<file path="src/rtl/halfband_mac_sequencer_if.sv">
// Bus between the half-band MAC sequencer and its surroundings: sample
// source handshake, sample RAM / coefficient ROM addressing, MAC control
// and the decimated-output handshake towards the sink.
interface halfband_mac_sequencer_if #(
    parameter int AW = 5,
    parameter int CW = 5
);
    logic          in_valid;
    logic          in_ready;
    logic          buf_we;
    logic          buf_wzero;
    logic [AW-1:0] buf_waddr;
    logic [AW-1:0] buf_raddr;
    logic [CW-1:0] coef_addr;
    logic          mac_en;
    logic          mac_clr;
    logic          out_valid;
    logic          out_ready;
    logic          busy;

    // Sequencer side: drives RAM/ROM/MAC control and both ready/valid outputs.
    modport master (
        input  in_valid,
        input  out_ready,
        output in_ready,
        output buf_we,
        output buf_wzero,
        output buf_waddr,
        output buf_raddr,
        output coef_addr,
        output mac_en,
        output mac_clr,
        output out_valid,
        output busy
    );

    // Environment side: sample source, datapath and output sink.
    modport slave (
        output in_valid,
        output out_ready,
        input  in_ready,
        input  buf_we,
        input  buf_wzero,
        input  buf_waddr,
        input  buf_raddr,
        input  coef_addr,
        input  mac_en,
        input  mac_clr,
        input  out_valid,
        input  busy
    );
endinterface

</file>
<file path="src/rtl/halfband_mac_sequencer.sv">
// Controller for a time-multiplexed half-band decimate-by-2 FIR.
// Writes accepted samples into a circular RAM, and after every second
// sample walks the even taps plus the centre tap through a single MAC,
// waits for the MAC pipeline, then offers one decimated output.
module halfband_mac_sequencer #(
    parameter int N       = 31,
    parameter int MAC_LAT = 2,
    parameter int AW      = 5
) (
    input  logic                    clk,
    input  logic                    reset,
    halfband_mac_sequencer_if.master bus
);
    localparam int PHASE_TAPS = (N + 1) / 2;
    localparam int MAC_CYCLES = PHASE_TAPS + 1;
    localparam int CW         = $clog2(MAC_CYCLES);
    // Tap counter must also hold MAC_CYCLES itself (the "done" value).
    localparam int JW         = $clog2(MAC_CYCLES + 1);
    localparam int CENTRE     = (N - 1) / 2;
    localparam int DW         = (MAC_LAT > 1) ? $clog2(MAC_LAT) : 1;

    localparam logic [2:0] ST_INIT  = 3'd0;
    localparam logic [2:0] ST_IDLE  = 3'd1;
    localparam logic [2:0] ST_ACCUM = 3'd2;
    localparam logic [2:0] ST_DRAIN = 3'd3;
    localparam logic [2:0] ST_WAIT  = 3'd4;

    localparam logic [AW-1:0] ADDR_ONE  = AW'(1);
    localparam logic [AW-1:0] ADDR_LAST = {AW{1'b1}};
    localparam logic [AW-1:0] CENTRE_OFS = AW'(CENTRE);
    localparam logic [JW-1:0] J_ONE     = JW'(1);
    localparam logic [JW-1:0] J_DONE    = JW'(MAC_CYCLES);
    localparam logic [JW-1:0] J_CENTRE  = JW'(PHASE_TAPS);
    localparam logic [DW-1:0] D_ONE     = DW'(1);
    localparam logic [DW-1:0] D_LAST    = DW'(MAC_LAT - 1);

    // Parameter sanity: the centre tap must land on an odd index and the
    // circular buffer must hold a full window plus the incoming sample.
    generate
        if (N % 4 != 3) begin : g_bad_n
            $error("halfband_mac_sequencer: N %% 4 must equal 3");
        end
        if ((1 << AW) < N + 1) begin : g_bad_aw
            $error("halfband_mac_sequencer: 2**AW must be >= N+1");
        end
        if (MAC_LAT < 1) begin : g_bad_lat
            $error("halfband_mac_sequencer: MAC_LAT must be >= 1");
        end
    endgenerate

    logic [2:0]    state_q,     state_d;
    logic [AW-1:0] wr_ptr_q,    wr_ptr_d;
    logic          phase_q,     phase_d;
    logic [AW-1:0] newest_q,    newest_d;
    logic [JW-1:0] j_q,         j_d;
    logic [DW-1:0] drain_q,     drain_d;
    logic [AW-1:0] raddr_q,     raddr_d;
    logic [CW-1:0] coef_q,      coef_d;
    logic          mac_en_q,    mac_en_d;
    logic          mac_clr_q,   mac_clr_d;
    logic          out_valid_q, out_valid_d;

    logic          in_ready_s;
    logic          accept_s;

    // Handshake and RAM write port decode straight from the current state.
    always_comb begin
        in_ready_s = (state_q == ST_IDLE);
        accept_s   = bus.in_valid & in_ready_s;
    end

    assign bus.in_ready  = in_ready_s;
    assign bus.buf_we    = (state_q == ST_INIT) | accept_s;
    assign bus.buf_wzero = (state_q == ST_INIT);
    assign bus.buf_waddr = wr_ptr_q;
    assign bus.buf_raddr = raddr_q;
    assign bus.coef_addr = coef_q;
    assign bus.mac_en    = mac_en_q;
    assign bus.mac_clr   = mac_clr_q;
    assign bus.out_valid = out_valid_q;
    assign bus.busy      = (state_q != ST_IDLE);

    // Next-state logic for the sequencer FSM, pointers and MAC control.
    always_comb begin
        state_d     = state_q;
        wr_ptr_d    = wr_ptr_q;
        phase_d     = phase_q;
        newest_d    = newest_q;
        j_d         = j_q;
        drain_d     = drain_q;
        raddr_d     = raddr_q;
        coef_d      = coef_q;
        mac_en_d    = 1'b0;
        mac_clr_d   = 1'b0;
        out_valid_d = out_valid_q;

        case (state_q)
            ST_INIT: begin
                // wr_ptr doubles as the zero-fill address and wraps back to 0.
                wr_ptr_d = wr_ptr_q + ADDR_ONE;
                if (wr_ptr_q == ADDR_LAST) begin
                    state_d = ST_IDLE;
                end else begin
                    state_d = ST_INIT;
                end
            end
            ST_IDLE: begin
                if (accept_s) begin
                    wr_ptr_d = wr_ptr_q + ADDR_ONE;
                    phase_d  = ~phase_q;
                    if (phase_q) begin
                        // Second sample of the pair: issue tap 0 on this edge.
                        newest_d  = wr_ptr_q;
                        state_d   = ST_ACCUM;
                        mac_en_d  = 1'b1;
                        mac_clr_d = 1'b1;
                        raddr_d   = wr_ptr_q;
                        coef_d    = '0;
                        j_d       = J_ONE;
                    end else begin
                        state_d = ST_IDLE;
                    end
                end else begin
                    state_d = ST_IDLE;
                end
            end
            ST_ACCUM: begin
                if (j_q == J_DONE) begin
                    state_d = ST_DRAIN;
                    drain_d = '0;
                end else begin
                    mac_en_d = 1'b1;
                    coef_d   = CW'(j_q);
                    j_d      = j_q + J_ONE;
                    if (j_q == J_CENTRE) begin
                        raddr_d = newest_q - CENTRE_OFS;
                    end else begin
                        raddr_d = newest_q - AW'({j_q, 1'b0});
                    end
                end
            end
            ST_DRAIN: begin
                if (drain_q == D_LAST) begin
                    state_d     = ST_WAIT;
                    out_valid_d = 1'b1;
                end else begin
                    drain_d = drain_q + D_ONE;
                end
            end
            ST_WAIT: begin
                if (out_valid_q && bus.out_ready) begin
                    out_valid_d = 1'b0;
                    state_d     = ST_IDLE;
                end else begin
                    out_valid_d = 1'b1;
                end
            end
            default: begin
                state_d     = ST_INIT;
                wr_ptr_d    = '0;
                out_valid_d = 1'b0;
            end
        endcase
    end

    // State register with synchronous reset; reset aborts any operation.
    always_ff @(posedge clk) begin
        if (reset) begin
            state_q     <= ST_INIT;
            wr_ptr_q    <= '0;
            phase_q     <= 1'b0;
            newest_q    <= '0;
            j_q         <= '0;
            drain_q     <= '0;
            raddr_q     <= '0;
            coef_q      <= '0;
            mac_en_q    <= 1'b0;
            mac_clr_q   <= 1'b0;
            out_valid_q <= 1'b0;
        end else begin
            state_q     <= state_d;
            wr_ptr_q    <= wr_ptr_d;
            phase_q     <= phase_d;
            newest_q    <= newest_d;
            j_q         <= j_d;
            drain_q     <= drain_d;
            raddr_q     <= raddr_d;
            coef_q      <= coef_d;
            mac_en_q    <= mac_en_d;
            mac_clr_q   <= mac_clr_d;
            out_valid_q <= out_valid_d;
        end
    end
endmodule

</file>
<file path="src/flat_wrapper.sv">
// flat-port wrapper written by rule: the top's interface ports become plain ports
module halfband_mac_sequencer_flat 
#(
    parameter int N       = 31,
    parameter int MAC_LAT = 2,
    parameter int AW      = 5
)
  (clk, reset, bus_in_valid, bus_out_ready, bus_in_ready, bus_buf_we, bus_buf_wzero, bus_buf_waddr, bus_buf_raddr, bus_coef_addr, bus_mac_en, bus_mac_clr, bus_out_valid, bus_busy);
  halfband_mac_sequencer_if #(.AW(AW), .CW(5)) bus_i ();
  input  logic clk;
  input  logic reset;
  input wire logic [$bits(bus_i.in_valid)-1:0] bus_in_valid;
  input wire logic [$bits(bus_i.out_ready)-1:0] bus_out_ready;
  output wire logic [$bits(bus_i.in_ready)-1:0] bus_in_ready;
  output wire logic [$bits(bus_i.buf_we)-1:0] bus_buf_we;
  output wire logic [$bits(bus_i.buf_wzero)-1:0] bus_buf_wzero;
  output wire logic [$bits(bus_i.buf_waddr)-1:0] bus_buf_waddr;
  output wire logic [$bits(bus_i.buf_raddr)-1:0] bus_buf_raddr;
  output wire logic [$bits(bus_i.coef_addr)-1:0] bus_coef_addr;
  output wire logic [$bits(bus_i.mac_en)-1:0] bus_mac_en;
  output wire logic [$bits(bus_i.mac_clr)-1:0] bus_mac_clr;
  output wire logic [$bits(bus_i.out_valid)-1:0] bus_out_valid;
  output wire logic [$bits(bus_i.busy)-1:0] bus_busy;
  assign bus_i.in_valid = bus_in_valid;
  assign bus_i.out_ready = bus_out_ready;
  assign bus_in_ready = bus_i.in_ready;
  assign bus_buf_we = bus_i.buf_we;
  assign bus_buf_wzero = bus_i.buf_wzero;
  assign bus_buf_waddr = bus_i.buf_waddr;
  assign bus_buf_raddr = bus_i.buf_raddr;
  assign bus_coef_addr = bus_i.coef_addr;
  assign bus_mac_en = bus_i.mac_en;
  assign bus_mac_clr = bus_i.mac_clr;
  assign bus_out_valid = bus_i.out_valid;
  assign bus_busy = bus_i.busy;
  halfband_mac_sequencer #(.N(N), .MAC_LAT(MAC_LAT), .AW(AW)) u_core (.clk(clk), .reset(reset), .bus(bus_i));
endmodule
</file>
<file path="config.mk">
export PLATFORM = sky130hd
export DESIGN_NAME = halfband_mac_sequencer_flat
export DESIGN_NICKNAME = d
export VERILOG_FILES = /design/src/rtl/halfband_mac_sequencer_if.sv /design/src/rtl/halfband_mac_sequencer.sv /design/src/flat_wrapper.sv
export SDC_FILE = /design/constraint.sdc
export NUM_CORES = 1
export LEC_CHECK = 0
export ABC_AREA = 1
export ABC_CLOCK_PERIOD_IN_PS = 1900
export CAP_MARGIN = 5
export CORE_MARGIN = 2
export CORE_UTILIZATION = 53
export DETAILED_ROUTE_END_ITERATION = 12
export PLACE_DENSITY = 0.78
export SYNTH_ARGS = -nofsm -noshare
export SYNTH_HDL_FRONTEND = slang
export SYNTH_SLANG_ARGS = --single-unit
export TNS_END_PERCENT = 100
</file>
<file path="constraint.sdc">
create_clock -name clk -period 1.9 [get_ports clk]
set_input_delay 0.57 -clock clk [delete_from_list [all_inputs] [get_ports clk]]
set_output_delay 0.57 -clock clk [all_outputs]
set_load 0.005 [all_outputs]
</file>
* Yosys cells after proc, flatten, opt, wreduce, memory -nomap -nowiden *
Cells that the tools add are included.

word-level totals
  flip-flop bits (word level) = 33
  bits of input ports = 4
  output and inout bits = 22
  logic and storage cells = 82

cells by class
  add/subtract/negate cells = 5
  equality and inequality tests = 14
  muxes and demuxes = 32
  bitwise gates (word level) = 6
  reduce and logical (&&, ||, !) cells = 14

operators by type and width
  kind                 count
  $mux 5               11
  $pmux 5 s2           3
  $eq 5x5->1 const B   3
  $pmux 3 s5           1
  $pmux 5 s3           1
  $add 5x1->5 const B  2
  $ne 2x1->1 const B   5
  $mux 3               3
  $mux 1               8
  $reduce_and 2->1     4
  $eq 3x2->1 const B   2
  $reduce_and 3->1     2
  $reduce_or 3->1      2
  $sub 5x4->5 const B  1
  $sub 5x5->5          1
  $mux 2               2
  $not 1->1            4
  $pmux 1 s2           2
  $reduce_and 4->1     1
  $reduce_bool 2->1    2
  $eq 3x1->1 const B   1
  $eq 3x3->1 const B   1
  $logic_not 3->1      1
  $ne 3x1->1 const B   1
  other kinds (7)      7

* Logic depth before layout (Yosys ltp) *
Gate-level depths: netlist of the first run.

  word-level depth = 4
  mapped depth = 10
  depth with buffers taken out = 10

* Worst setup path before layout of the first run *
OpenSTA, ideal clock, no wires.

  path kind = flip-flop to flip-flop
  start = register u_core.j_q[0]
  end = register u_core.raddr_q[3] (netlist: u_core.bus.buf_raddr[3])
  library setup time = 115 ps
  data arrival time = 1443 ps
  required time = 1785 ps
  slack = 343 ps
  cell stages (with the launch flop) = 9
  path buffers = 0
  clock period less this slack = 1557 ps
  cell sequence = dfxtp_1 ha_1 inv_1 fa_1 xor2_1 o21ai_0 a21oi_1 nor2_1 nor2_1

on the way
  longest elaborated chain between the ends = 4
  elaborated cells between the ends (all ways) = 8
  those cells by class = add/sub: 1; eq/ne: 3; mux: 3; reduce/logical: 1

ends and longest elaborated chain
  item                                              line                                                          text
  start: declaration                                halfband_mac_sequencer.sv:55                                  logic [JW-1:0] j_q, j_d;
  start signal: assignment                          halfband_mac_sequencer.sv:185                                 j_q <= j_d;
  $sub 5x5->5 / $eq 5x5->1 (equally long branches)  halfband_mac_sequencer.sv:138, halfband_mac_sequencer.sv:135
  $mux 5                                            halfband_mac_sequencer.sv:135                                 if (j_q == J_CENTRE) begin
  $mux 5                                            halfband_mac_sequencer.sv:128                                 if (j_q == J_DONE) begin
  $pmux 5 s2                                        halfband_mac_sequencer.sv:97                                  case (state_q)
  end signal: assignment                            halfband_mac_sequencer.sv:187                                 raddr_q <= raddr_d;
  end: declaration                                  halfband_mac_sequencer.sv:57                                  logic [AW-1:0] raddr_q, raddr_d;

Parallel ways exist; a longest one is shown, timed or not. The select of a mux whose other input is x is not followed.
A chain may end at the register's enable or synchronous reset.

* Worst setup path in the final report of the first run *
  start = register u_core.state_q[2]
  end = output port bus_busy

on the way
  longest elaborated chain between the ends = 1

ends and longest elaborated chain
  item                      line                           text
  start: declaration        halfband_mac_sequencer.sv:51   logic [2:0] state_q, state_d;
  start signal: assignment  halfband_mac_sequencer.sv:181  state_q <= state_d;
  $ne 3x1->1                halfband_mac_sequencer.sv:81   assign bus.busy = (state_q != ST_IDLE);
  end: declaration          flat_wrapper.sv:23             output wire logic [$bits(bus_i.busy)-1:0] bus_busy;

No other way between the ends.

==> results of run 1 <==
[layout make-up]
cell class / count / area, um2
multi-input combinational: 156 / 939.7
timing repair buffer: 41 / 364.1
fill: 288 / 879.6
inverter: 31 / 116.4
clock buffer: 7 / 55.05
tap: 44 / 55.05
sequential: 33 / 668.1
[power by group]
part / internal (mW) / total, mW / switching (mW)
logic: 0.230 / 0.484 / 0.254
registers: 0.750 / 0.796 / 0.0462
clock network: 0.175 / 0.400 / 0.225
total: 1.15 / 1.68 / 0.525
[stage by stage]
stage	power, mW	instances
final	1.679	312
after detailed placement	1.290	304
after CTS	1.688	312
after global placement	1.281	304
after global routing	1.778	312
after floorplan	1.073	224
[cells by family after synthesis]
group	share of synthesized area, %
XOR/XNOR	2.516
buffers and inverters	8.770
AND/OR/NAND/NOR	25.02
AO/OA/AOI/OAI	18.12
flip-flops	37.96
adder cells (fa/ha/maj)	7.621
[synthesized netlist by cell type]
master	number	area share (%)
a21boi_0	1	0.43
buf_12	1	1.2
ha_1	9	6.5
nand3_2	4	2.3
a21oi_1	21	6.0
nand2_4	2	1.3
nand3_1	13	3.7
nand4_1	3	1.1
nor2_4	1	0.65
o21ai_1	4	1.2
dfxtp_1	33	38
a21o_1	1	0.43
o21a_1	1	0.43
nor3_2	1	0.58
o22ai_1	3	1.1
inv_1	25	5.4
nand2_2	2	0.72
nand2_1	38	8.2
nand3_4	1	1.0
a211oi_1	3	1.3
buf_2	1	0.29
o211a_1	1	0.58
o21ai_2	1	0.50
o21ai_0	11	3.2
buf_4	1	0.43
nor2_1	16	3.5
clkbuf_1	1	0.22
clkinv_1	1	0.22
xor2_1	4	2.0
inv_2	5	1.1
xnor2_1	1	0.50
fa_1	1	1.2
nor3_1	7	2.0
a21oi_2	6	3.0
[flip-flops by register name, summed over array words and instances (netlist names)]
signal	flops
u_core.bus.buf_raddr	5
u_core.bus.buf_waddr	5
u_core.bus.coef_addr	5
u_core.j_q	5
u_core.newest_q	5
u_core.state_q	3
u_core.bus.mac_clr	1
u_core.bus.mac_en	1
u_core.bus.out_valid	1
u_core.drain_q	1
u_core.phase_q	1
[critical path: cells and delay by family (launching register included)]
family,cells,cell delay (ps)
DFF,1,370
and+or+nand+nor,2,160
buffers and inverters,3,380
[routing by layer]
layer / GRT usage, % / wire (um) / vias to the layer above
li1: - / - / 835
met1: 27.36 / 1719 / 757
met2: 37.69 / 1760 / 46
met3: 4.622 / 196 / 6
met4: 8.696 / 41 / 0
met5: 0 / 0 / -
[final timing paths]
check                                                     startpoint                              endpoint  slack, ps  depth (start not counted)
worst max register to register       u_core.newest_q[1]$_SDFFE_PP0P_  u_core.bus.buf_raddr[3]$_SDFFE_PP0P_        180                          9
worst max-delay path                  u_core.state_q[2]$_SDFFE_PP0P_                              bus_busy         80                          5
worst min-delay path            u_core.bus.coef_addr[3]$_SDFFE_PP0P_  u_core.bus.coef_addr[3]$_SDFFE_PP0P_        470                          2
worst min register to register  u_core.bus.coef_addr[3]$_SDFFE_PP0P_  u_core.bus.coef_addr[3]$_SDFFE_PP0P_        470                          2
[timing repair]
action	in CTS	in global routing
resized for setup	13	1
hold endpoints to repair	0	0
buffers inserted	1	0
pin swaps	1	0
cloned	0	0
endpoints found under the setup margin	4	1
==> summary.md, run 1 <==
| Metric | Value |
|---|---|
| Fin util | `71.42%` |
| FP Rows | `20` |
| CTS Hold Bufs | `0` |
| Crit path DAT | `between 1000 and 1500 ps` |
| PnR worst setup slack | `between 80 and 90 ps` |
| CTS Sinks | `33` |
| Mapped Area | `between 0.0015 and 0.002 mm2` |
| CTS Buffer Depth | `2` |
| Fin crit period | `between 1500 and 2000 ps` |
| Residual DRC count | `0` |
| CP cell instances | `inv_2 -> nand2_4 -> nor2_4 -> inv_1 -> dlygate4sd2_1` |
| Total core area | `about 0.0031 mm2` |
| Final setup vio count | `0` |
| Max_slew headroom | `between 80 and 90%` |
| Share of cells above drive strength 1 | `a little under a fifth` |
| PortBufs | `25` |
| Max_cap viols | `0` |
| Final hold viol count | `0` |
| Setup_tns | `0 ps` |
| Post-Synthesis Cells | `around 220` |
| Non-Filler Cell Area, Final | `~0.0022 mm2` |
| First-pass detailed-route iteration total | `4` |
| Largest net degree at the start of global routing | `18` |
| 1st-iter DRT viols | `60` |
| First-pass GRT wire length | `around 6100 um` |
| Pleak | `approximately 0.85 nW` |
| CTS tree | `done` |
| Initial antenna violation count | `0` |
| Final worst-path cycle share | `about 96%` |
| Vias/cell | `about 5.3` |
| # H-tree levels | `2` |
| Final WL | `around 3700 um` |
| GP Congestion | `about 0.85` |
| Most frequent cells in the layout | `nand2_1 (38), dfxtp_1 (29), inv_1 (24)` |
| Per-cell routed wire length | `between 10 and 15 um` |
| ANT nets after route | `0` |
| ANT cells | `0` |
| Initial Utilization | `between 50% and 60%` |
| Pre-CTS WS | `-352.9 ps` |
| Commonest non-fill, non-tap cell in the layout | `nand2_1` |
| Max Clock Skew | `15.03 ps` |
| Synth unique cells | `34` |
| Sequential area share after synthesis | `between 30% and 40%` |
| I/O pin cnt | `26` |
| Worst endpoint required time | `around 1300 ps` |
| Via count | `between 1500 and 2000` |
| FMAX | `between 0.5 and 0.6 GHz` |
| Die W | `slightly above 60 um` |
| Dpl hpwl | `approximately 2800 um` |
| IR drop worst, VDD | `476.9 uV` |
| Die Ht | `a little over 60 um` |
| Fin Hold WS | `466.0 ps` |
| Least-Margin Pin Slew | `292.6 ps` |
| Fin nets | `282` |
| Unrepaired setup endpoints after global routing | `no` |
| Full die area | `0.003758 mm2` |
| Outcome | `finished clean` |
| Worst-path clk slew | `110 ps` |
| Crit-path max FO | `4` |
| Crit path capture type | `output port` |
| Area growth syn-to-layout | `26.31%` |
| Pwr dens | `between 700 and 800 mW/mm2` |
| Startpoint Class | `register` |
| Slew Limit Fails | `0` |
| Hold Crit Class | `register to register` |
| GRT Overall Usage | `22.14%` |
| Yosys warns | `0` |
| Worst skew pair latency | `330 ps` |
| Critical path type | `register to output port` |
| Yosys reg bits | `33` |
| Num CTS Buffers | `5` |
| GR Overflow Total | `0` |
| Crit-path max cell delay | `370 ps` |
| Post-synth net total | `around 240` |
| Placed cell area | `0.002122 mm2` |
| Mean Syn Cell Area | `between 7 and 8 um2` |
| Root cell of the clock tree | `clkbuf_4` |
| Via count of the first global-routing pass | `approximately 1400` |
| Slowest cell on the critical path | `dfxtp_2` |
Note: power is estimated with default switching activity, not from simulation.
==> run 2: changes to the inputs <==
--- a/config.mk
+++ b/config.mk
@@ -15,4 +15,3 @@
 export SYNTH_ARGS = -nofsm -noshare
 export SYNTH_HDL_FRONTEND = slang
 export SYNTH_SLANG_ARGS = --single-unit
-export TNS_END_PERCENT = 100
==> results of run 2 <==
No change in the layout: final DEF, timing and power equal those of run 1.
==> run 3: changes to the inputs <==
--- a/config.mk
+++ b/config.mk
@@ -6,7 +6,7 @@
 export NUM_CORES = 1
 export LEC_CHECK = 0
 export ABC_AREA = 1
-export ABC_CLOCK_PERIOD_IN_PS = 1900
+export ABC_CLOCK_PERIOD_IN_PS = 1700
 export CAP_MARGIN = 5
 export CORE_MARGIN = 2
 export CORE_UTILIZATION = 53
==> constraint.sdc (replaced) <==
create_clock -name clk -period 1.7 [get_ports clk]
set_input_delay 0.51 -clock clk [delete_from_list [all_inputs] [get_ports clk]]
set_output_delay 0.51 -clock clk [all_outputs]
set_load 0.005 [all_outputs]
==> run 3 against run 2 <==
Critical endpoint is now bus_buf_raddr[2]. Clock-buffer cell count is 1 lower. Sequential cell count is the same. Setup slack got worse by 47 ps. Wire length increased by 7.8%. Highest routed layer unchanged. Global-route usage increased by 1.5 points. Largest cell class unchanged. Total power up 14%. Critical path depth shrank 4. Sequential power up 10%. Cell count increased by 6.1%. Cell area up 8.3%. Clock skew is essentially flat.
==> summary.md, run 3 (synthesis results as in run 1) <==
| Metric | Value |
|---|---|
| Delay-heaviest family, CP | `buffers and inverters (unchanged)` |
| CTS Buffer Depth | `2 (unchanged)` |
| I/O pin cnt | `26 (unchanged)` |
| Residual DRC count | `0 (unchanged)` |
| Area growth syn-to-layout | `36.74% (was 26.31%)` |
| Pleak | `1.231 nW (was 0.8528 nW)` |
| Crit path DAT | `1160 ps (was 1250 ps)` |
| Worst skew pair latency | `340 ps (was 330 ps)` |
| Via count | `1661 (was 1644)` |
| Worst-path clk slew | `90 ps (was 110 ps)` |
| Critical path launch point | `u_core.bus.buf_raddr[2]$_SDFFE_PP0P_ (was u_core.state_q[2]$_SDFFE_PP0P_)` |
| Slowest cell on the critical path | `clkdlybuf4s50_1 (was dfxtp_2)` |
| Most frequent cells in the layout | `nand2_1 (38), buf_4 (32), inv_1 (24) (was nand2_1 (38), dfxtp_1 (29), inv_1 (24))` |
| Pre-CTS WS | `-438.3 ps (was -352.9 ps)` |
| Final hold viol count | `0 (unchanged)` |
| Dpl hpwl | `2832 um (was 2771 um)` |
| Fin util | `77.32% (was 71.42%)` |
| Initial antenna violation count | `0 (unchanged)` |
| Register area | `689.4 um2 (was 668.1 um2)` |
| Root cell of the clock tree | `clkbuf_4 (unchanged)` |
| GR Layer Usage met3 | `5.672% (was 4.622%)` |
| Total core area | `0.003078 mm2 (unchanged)` |
| Buf+Inv Stages, Crit Path | `1 (was 3)` |
| CP cell instances | `clkdlybuf4s50_1 (was inv_2 -> nand2_4 -> nor2_4 -> inv_1 -> dlygate4sd2_1)` |
| Die W | `61.31 um (unchanged)` |
| Share of cells above drive strength 1 | `31.71% (was 19.03%)` |
| ANT cells | `0 (unchanged)` |
| 1st-iter DRT viols | `46 (was 60)` |
| PnR worst setup slack | `34.67 ps (was 81.67 ps)` |
| Outcome | `finished clean (unchanged)` |
| PortBufs | `25 (unchanged)` |
| Global routing usage on met1 | `31.09% (was 27.36%)` |
| Vias/cell | `5.018 (was 5.269)` |
| # H-tree levels | `2 (unchanged)` |
| Die Ht | `61.31 um (unchanged)` |
| Max Clock Skew | `14.85 ps (was 15.03 ps)` |
| Crit path capture type | `output port (unchanged)` |
| Max_slew headroom | `82.23% (was 80.44%)` |
| IR drop worst, VDD | `573.2 uV (was 476.9 uV)` |
| Area taken by multi-input logic gates | `939.7 um2 (unchanged)` |
| Fin nets | `300 (was 282)` |
| Full die area | `0.003758 mm2 (unchanged)` |
| Per-cell routed wire length | `12.11 um (was 11.92 um)` |
| Commonest non-fill, non-tap cell in the layout | `nand2_1 (unchanged)` |
| Initial Utilization | `56.54% (unchanged)` |
| Via count of the first global-routing pass | `1464 (was 1445)` |
| Reg2reg start | `u_core.newest_q[1]$_SDFFE_PP0P_ (unchanged)` |
| Final WL | `4007 um (was 3718 um)` |
| GR Util met2 | `38.45% (was 37.69%)` |
| FP Rows | `20 (unchanged)` |
| Least-Margin Pin Slew | `263.7 ps (was 292.6 ps)` |
| Slew Limit Fails | `0 (unchanged)` |
| Worst endpoint required time | `1190 ps (was 1330 ps)` |
| Critical path type | `register to output port (unchanged)` |
| CTS tree | `done (unchanged)` |
| Number of fill cells in the layout | `246 (was 288)` |
| Critical hold path startpoint | `u_core.bus.coef_addr[3]$_SDFFE_PP0P_ (unchanged)` |
| Startpoint Class | `register (unchanged)` |
| CTS Hold Bufs | `0 (unchanged)` |
| Num CTS Buffers | `5 (unchanged)` |
| Unrepaired setup endpoints after global routing | `yes (was no)` |
| Crit-path max cell delay | `490 ps (was 370 ps)` |
| Final worst-path cycle share | `between 90% and 100%` |
| First-pass GRT wire length | `6472 um (was 6085 um)` |
| First-pass detailed-route iteration total | `4 (unchanged)` |
| FMAX | `0.6005 GHz` |
| Crit-path max FO | `2 (was 4)` |
| ANT nets after route | `0 (unchanged)` |
| GP Congestion | `0.8142 (was 0.8467)` |
| GR peak layer | `met2 (unchanged)` |
| Setup_tns | `0 ps (unchanged)` |
| GRT Overall Usage | `23.68% (was 22.14%)` |
| Largest net degree at the start of global routing | `18 (unchanged)` |
| Fin crit period | `between 1500 and 2000 ps` |
| Hold Crit Class | `register to register (unchanged)` |
| Final setup vio count | `0 (unchanged)` |
| CTS Sinks | `33 (unchanged)` |
| Max_cap viols | `0 (unchanged)` |
| GR Overflow Total | `0 (unchanged)` |
| Pwr dens | `806.0 mW/mm2 (was 763.9 mW/mm2)` |
-- run 3: cell types whose count changed in the layout (fill, tap and decap cells not counted), moves of 2 or more --
cell	previous run	this run
clkbuf_2	0	3
dlymetal6s2s_1	0	15
buf_4	16	32
dfxtp_1	29	14
o21ai_0	11	9
buf_6	0	2
dlygate4sd2_1	5	2
o21ai_1	4	6
clkinv_2	0	2
dfxtp_2	3	17
clkdlybuf4s50_1	20	4
-- run 3: final timing paths --
check | cells after the start | slack (ps) | end
worst max register to register | 9 | 90 | u_core.bus.buf_raddr[3]$_SDFFE_PP0P_
worst min register to register | 2 | 460 | u_core.bus.coef_addr[3]$_SDFFE_PP0P_
worst min-delay path | 2 | 460 | u_core.bus.coef_addr[3]$_SDFFE_PP0P_
worst max-delay path | 1 | 30 | bus_buf_raddr[2]
-- run 3: cell type report --
class	count	area share, %
Clock buffer	6	1.735
Clock inverter	2	0.4206
Inverter	31	4.890
Multi-Input combinational cell	156	39.48
Sequential cell	33	28.97
Tap cell	44	2.313
Timing Repair Buffer	59	22.19
-- run 3: per-layer routing --
| metal | wire length, um | vias up |
|---|---|---|
| met5 | 0 | - |
| met4 | 63 | 0 |
| met3 | 182 | 9 |
| met2 | 1881 | 34 |
| met1 | 1879 | 753 |
| li1 | - | 865 |
-- run 3: repair_timing --
action | 4_1_cts | 5_1_grt
buffers inserted | 12 | 4
gates resized for setup | 30 | 30
endpoints found under the setup margin | 13 | 24
cloned | 0 | 0
pin swaps | 3 | 2
-- run 3: through the flow --
step / total power, mW / instances / cell area, um2 / hold slack, ps
5_1_grt: 2.036 / 331 / 2380 / 491.5
3_5_place_dp: 1.442 / 307 / 2145 / 457.6
6_report: 1.918 / 331 / 2380 / 464.6
2_1_floorplan: 1.200 / 224 / 1740 / 450.9
3_3_place_gp: 1.432 / 307 / 2145 / 452.0
4_1_cts: 1.921 / 327 / 2311 / 471.5
-- run 3: where the power goes --
part / internal [mW] / switching, mW / leakage, nW
combinational: 0.292 / 0.324 / 0.922
sequential: 0.842 / 0.0360 / 0.276
clock: 0.157 / 0.266 / 0.0320
==> patch, RTL diff (config.mk and constraints of run 2) <==
`j_q` no longer has a reset.
--- a/src/rtl/halfband_mac_sequencer.sv
+++ b/src/rtl/halfband_mac_sequencer.sv
@@ -170,7 +170,6 @@
             wr_ptr_q    <= '0;
             phase_q     <= 1'b0;
             newest_q    <= '0;
-            j_q         <= '0;
             drain_q     <= '0;
             raddr_q     <= '0;
             coef_q      <= '0;
@@ -182,7 +181,6 @@
             wr_ptr_q    <= wr_ptr_d;
             phase_q     <= phase_d;
             newest_q    <= newest_d;
-            j_q         <= j_d;
             drain_q     <= drain_d;
             raddr_q     <= raddr_d;
             coef_q      <= coef_d;
@@ -191,5 +189,9 @@
             out_valid_q <= out_valid_d;
         end
     end
+
+    always_ff @(posedge clk) begin
+        j_q <= j_d;
+    end
 endmodule
 
Formal check against the unedited RTL: no difference found for any inputs over 10 cycles, from zero or initial values and one cycle with reset high; that may be too few to reach the edited logic, so the function may still have changed.
==> patch against run 2 <==
Hold slack gained 2.2 ps; power up 25%; sequential cell count stayed put; critical path depth down 4; utilization is 1.1 points higher; routed wire length is 1.1% higher; final area grew 1.5%; worst setup slack lost 27 ps; synthesized area shrank 0.14%; highest routed layer unchanged.
==> patch: results (changes against run 2) <==
netlist.area_leader.share_pct: 32.3  # was 38.0%
grt_first_pass_wirelength_um: 6240  # was 6090 µm
multi_input_comb_area_um2: 875  # was 940 µm²
power_mw: 2.10  # was 1.68 mW
layout.sequential_cells: 33  # unchanged
layout.nonclk_buf_share_pct: 17.4  # was 16.6%
clkLatencyLatePin_ps: 350  # was 330 ps
grt_start_max_net_pins: 15  # was 18
layoutNonFillerInstCount: 311  # was 312
seqCellArea_um2: 718  # was 668 µm²
synth.yosys.seq_area_share_pct: 40.9  # was 38.0%
outcome: "completed"  # unchanged
power.leakage_nw: 0.937  # was 0.853 nW
route.final.wire_length_um: 3760  # was 3720 µm
detail_route.iter0.violations: 61  # was 60
yosys.cell_types.count: 33  # was 34
design.final.nets: 280  # was 282
layout-drive-gt1-share_pct: 19.9  # was 19.0%
vias: 1573  # was 1644
switchingPower_uw: 711  # was 525 µW
power.share.sequential_pct: 42.0  # was 47.4%
fin_worst_skew_ps: 10.5  # was 15.0 ps
syn-mean-instance-area_um2: 7.90  # was 7.77 µm²
nNonClkBuffers: 44  # was 41
max_vdd_drop_mv: 0.662  # was 0.477 mV
met2_wirelength_um: 1750  # was 1760 µm
detailedPlace.worstSlack_ps: -349  # was -353 ps
detailed_place_hpwl_um: 2720  # was 2770 µm
n_multi_input_combinational_cell: 149  # was 156
critPathArrivalTime_ps: 1280  # was 1250 ps
grt.total_usage_pct: 22.8  # was 22.1%
nNonClkInverters: 33  # was 31
number_of_global_route_vias_before_repair: 1468  # was 1445
nFillCells: 269  # was 288
met3WireLength_um: 236  # was 196 µm
dp_cells: 299  # was 304
area_share_clock_buf_inv_pct: 3.14  # was 2.50%
yosys-top-cells-count: "nand2_1 (40), inv_1 (29), dfxtp_1 (28), a21oi_1 (25), nor2_1 (15)"  # was nand2_1 (38), dfxtp_1 (33), inv_1 (25), a21oi_1 (21), nor2_1 (16)
slew_headroom_pct: 73.4  # was 80.4%
synth.net_count: 234  # was 238
relative_contribution_of_the_clock_network_to_total_power_pct: 21.8  # was 23.8%
crit_slowest_cell: "clkdlybuf4s50_1"  # was dfxtp_2
[patch: what timing repair did]
item | CTS | global route
endpoints found under the setup margin | 4 | 6
pin swaps | 2 | 1
buffers inserted | 4 | 0
resized for setup | 13 | 5
[patch: kinds of logic after synthesis]
family          Yosys count  synth area share (%)
buf+inv                  38                  9.07
compound gates           47                  15.3
flops                    33                  40.9
simple gates             88                  25.1
fa+ha+maj                10                  7.63
xor+xnor                  4                  2.02
[patch: worst paths after layout]
| check | from | to | slack [ps] |
|---|---|---|---|
| worst max-delay path | u_core.bus.buf_waddr[1] | bus_buf_waddr[1] | 50 |
| worst min register to register | u_core.bus.coef_addr[2] | u_core.bus.coef_addr[2] | 470 |
| worst max register to register | u_core.newest_q[1] | u_core.bus.buf_raddr[3] | 210 |
| worst min-delay path | u_core.bus.coef_addr[2] | u_core.bus.coef_addr[2] | 470 |
[patch: metal layers]
metal	vias up	track usage, %
met5	-	0
met4	0	11.8
met3	7	5.25
met2	37	36.9
met1	714	28.3
li1	815	-
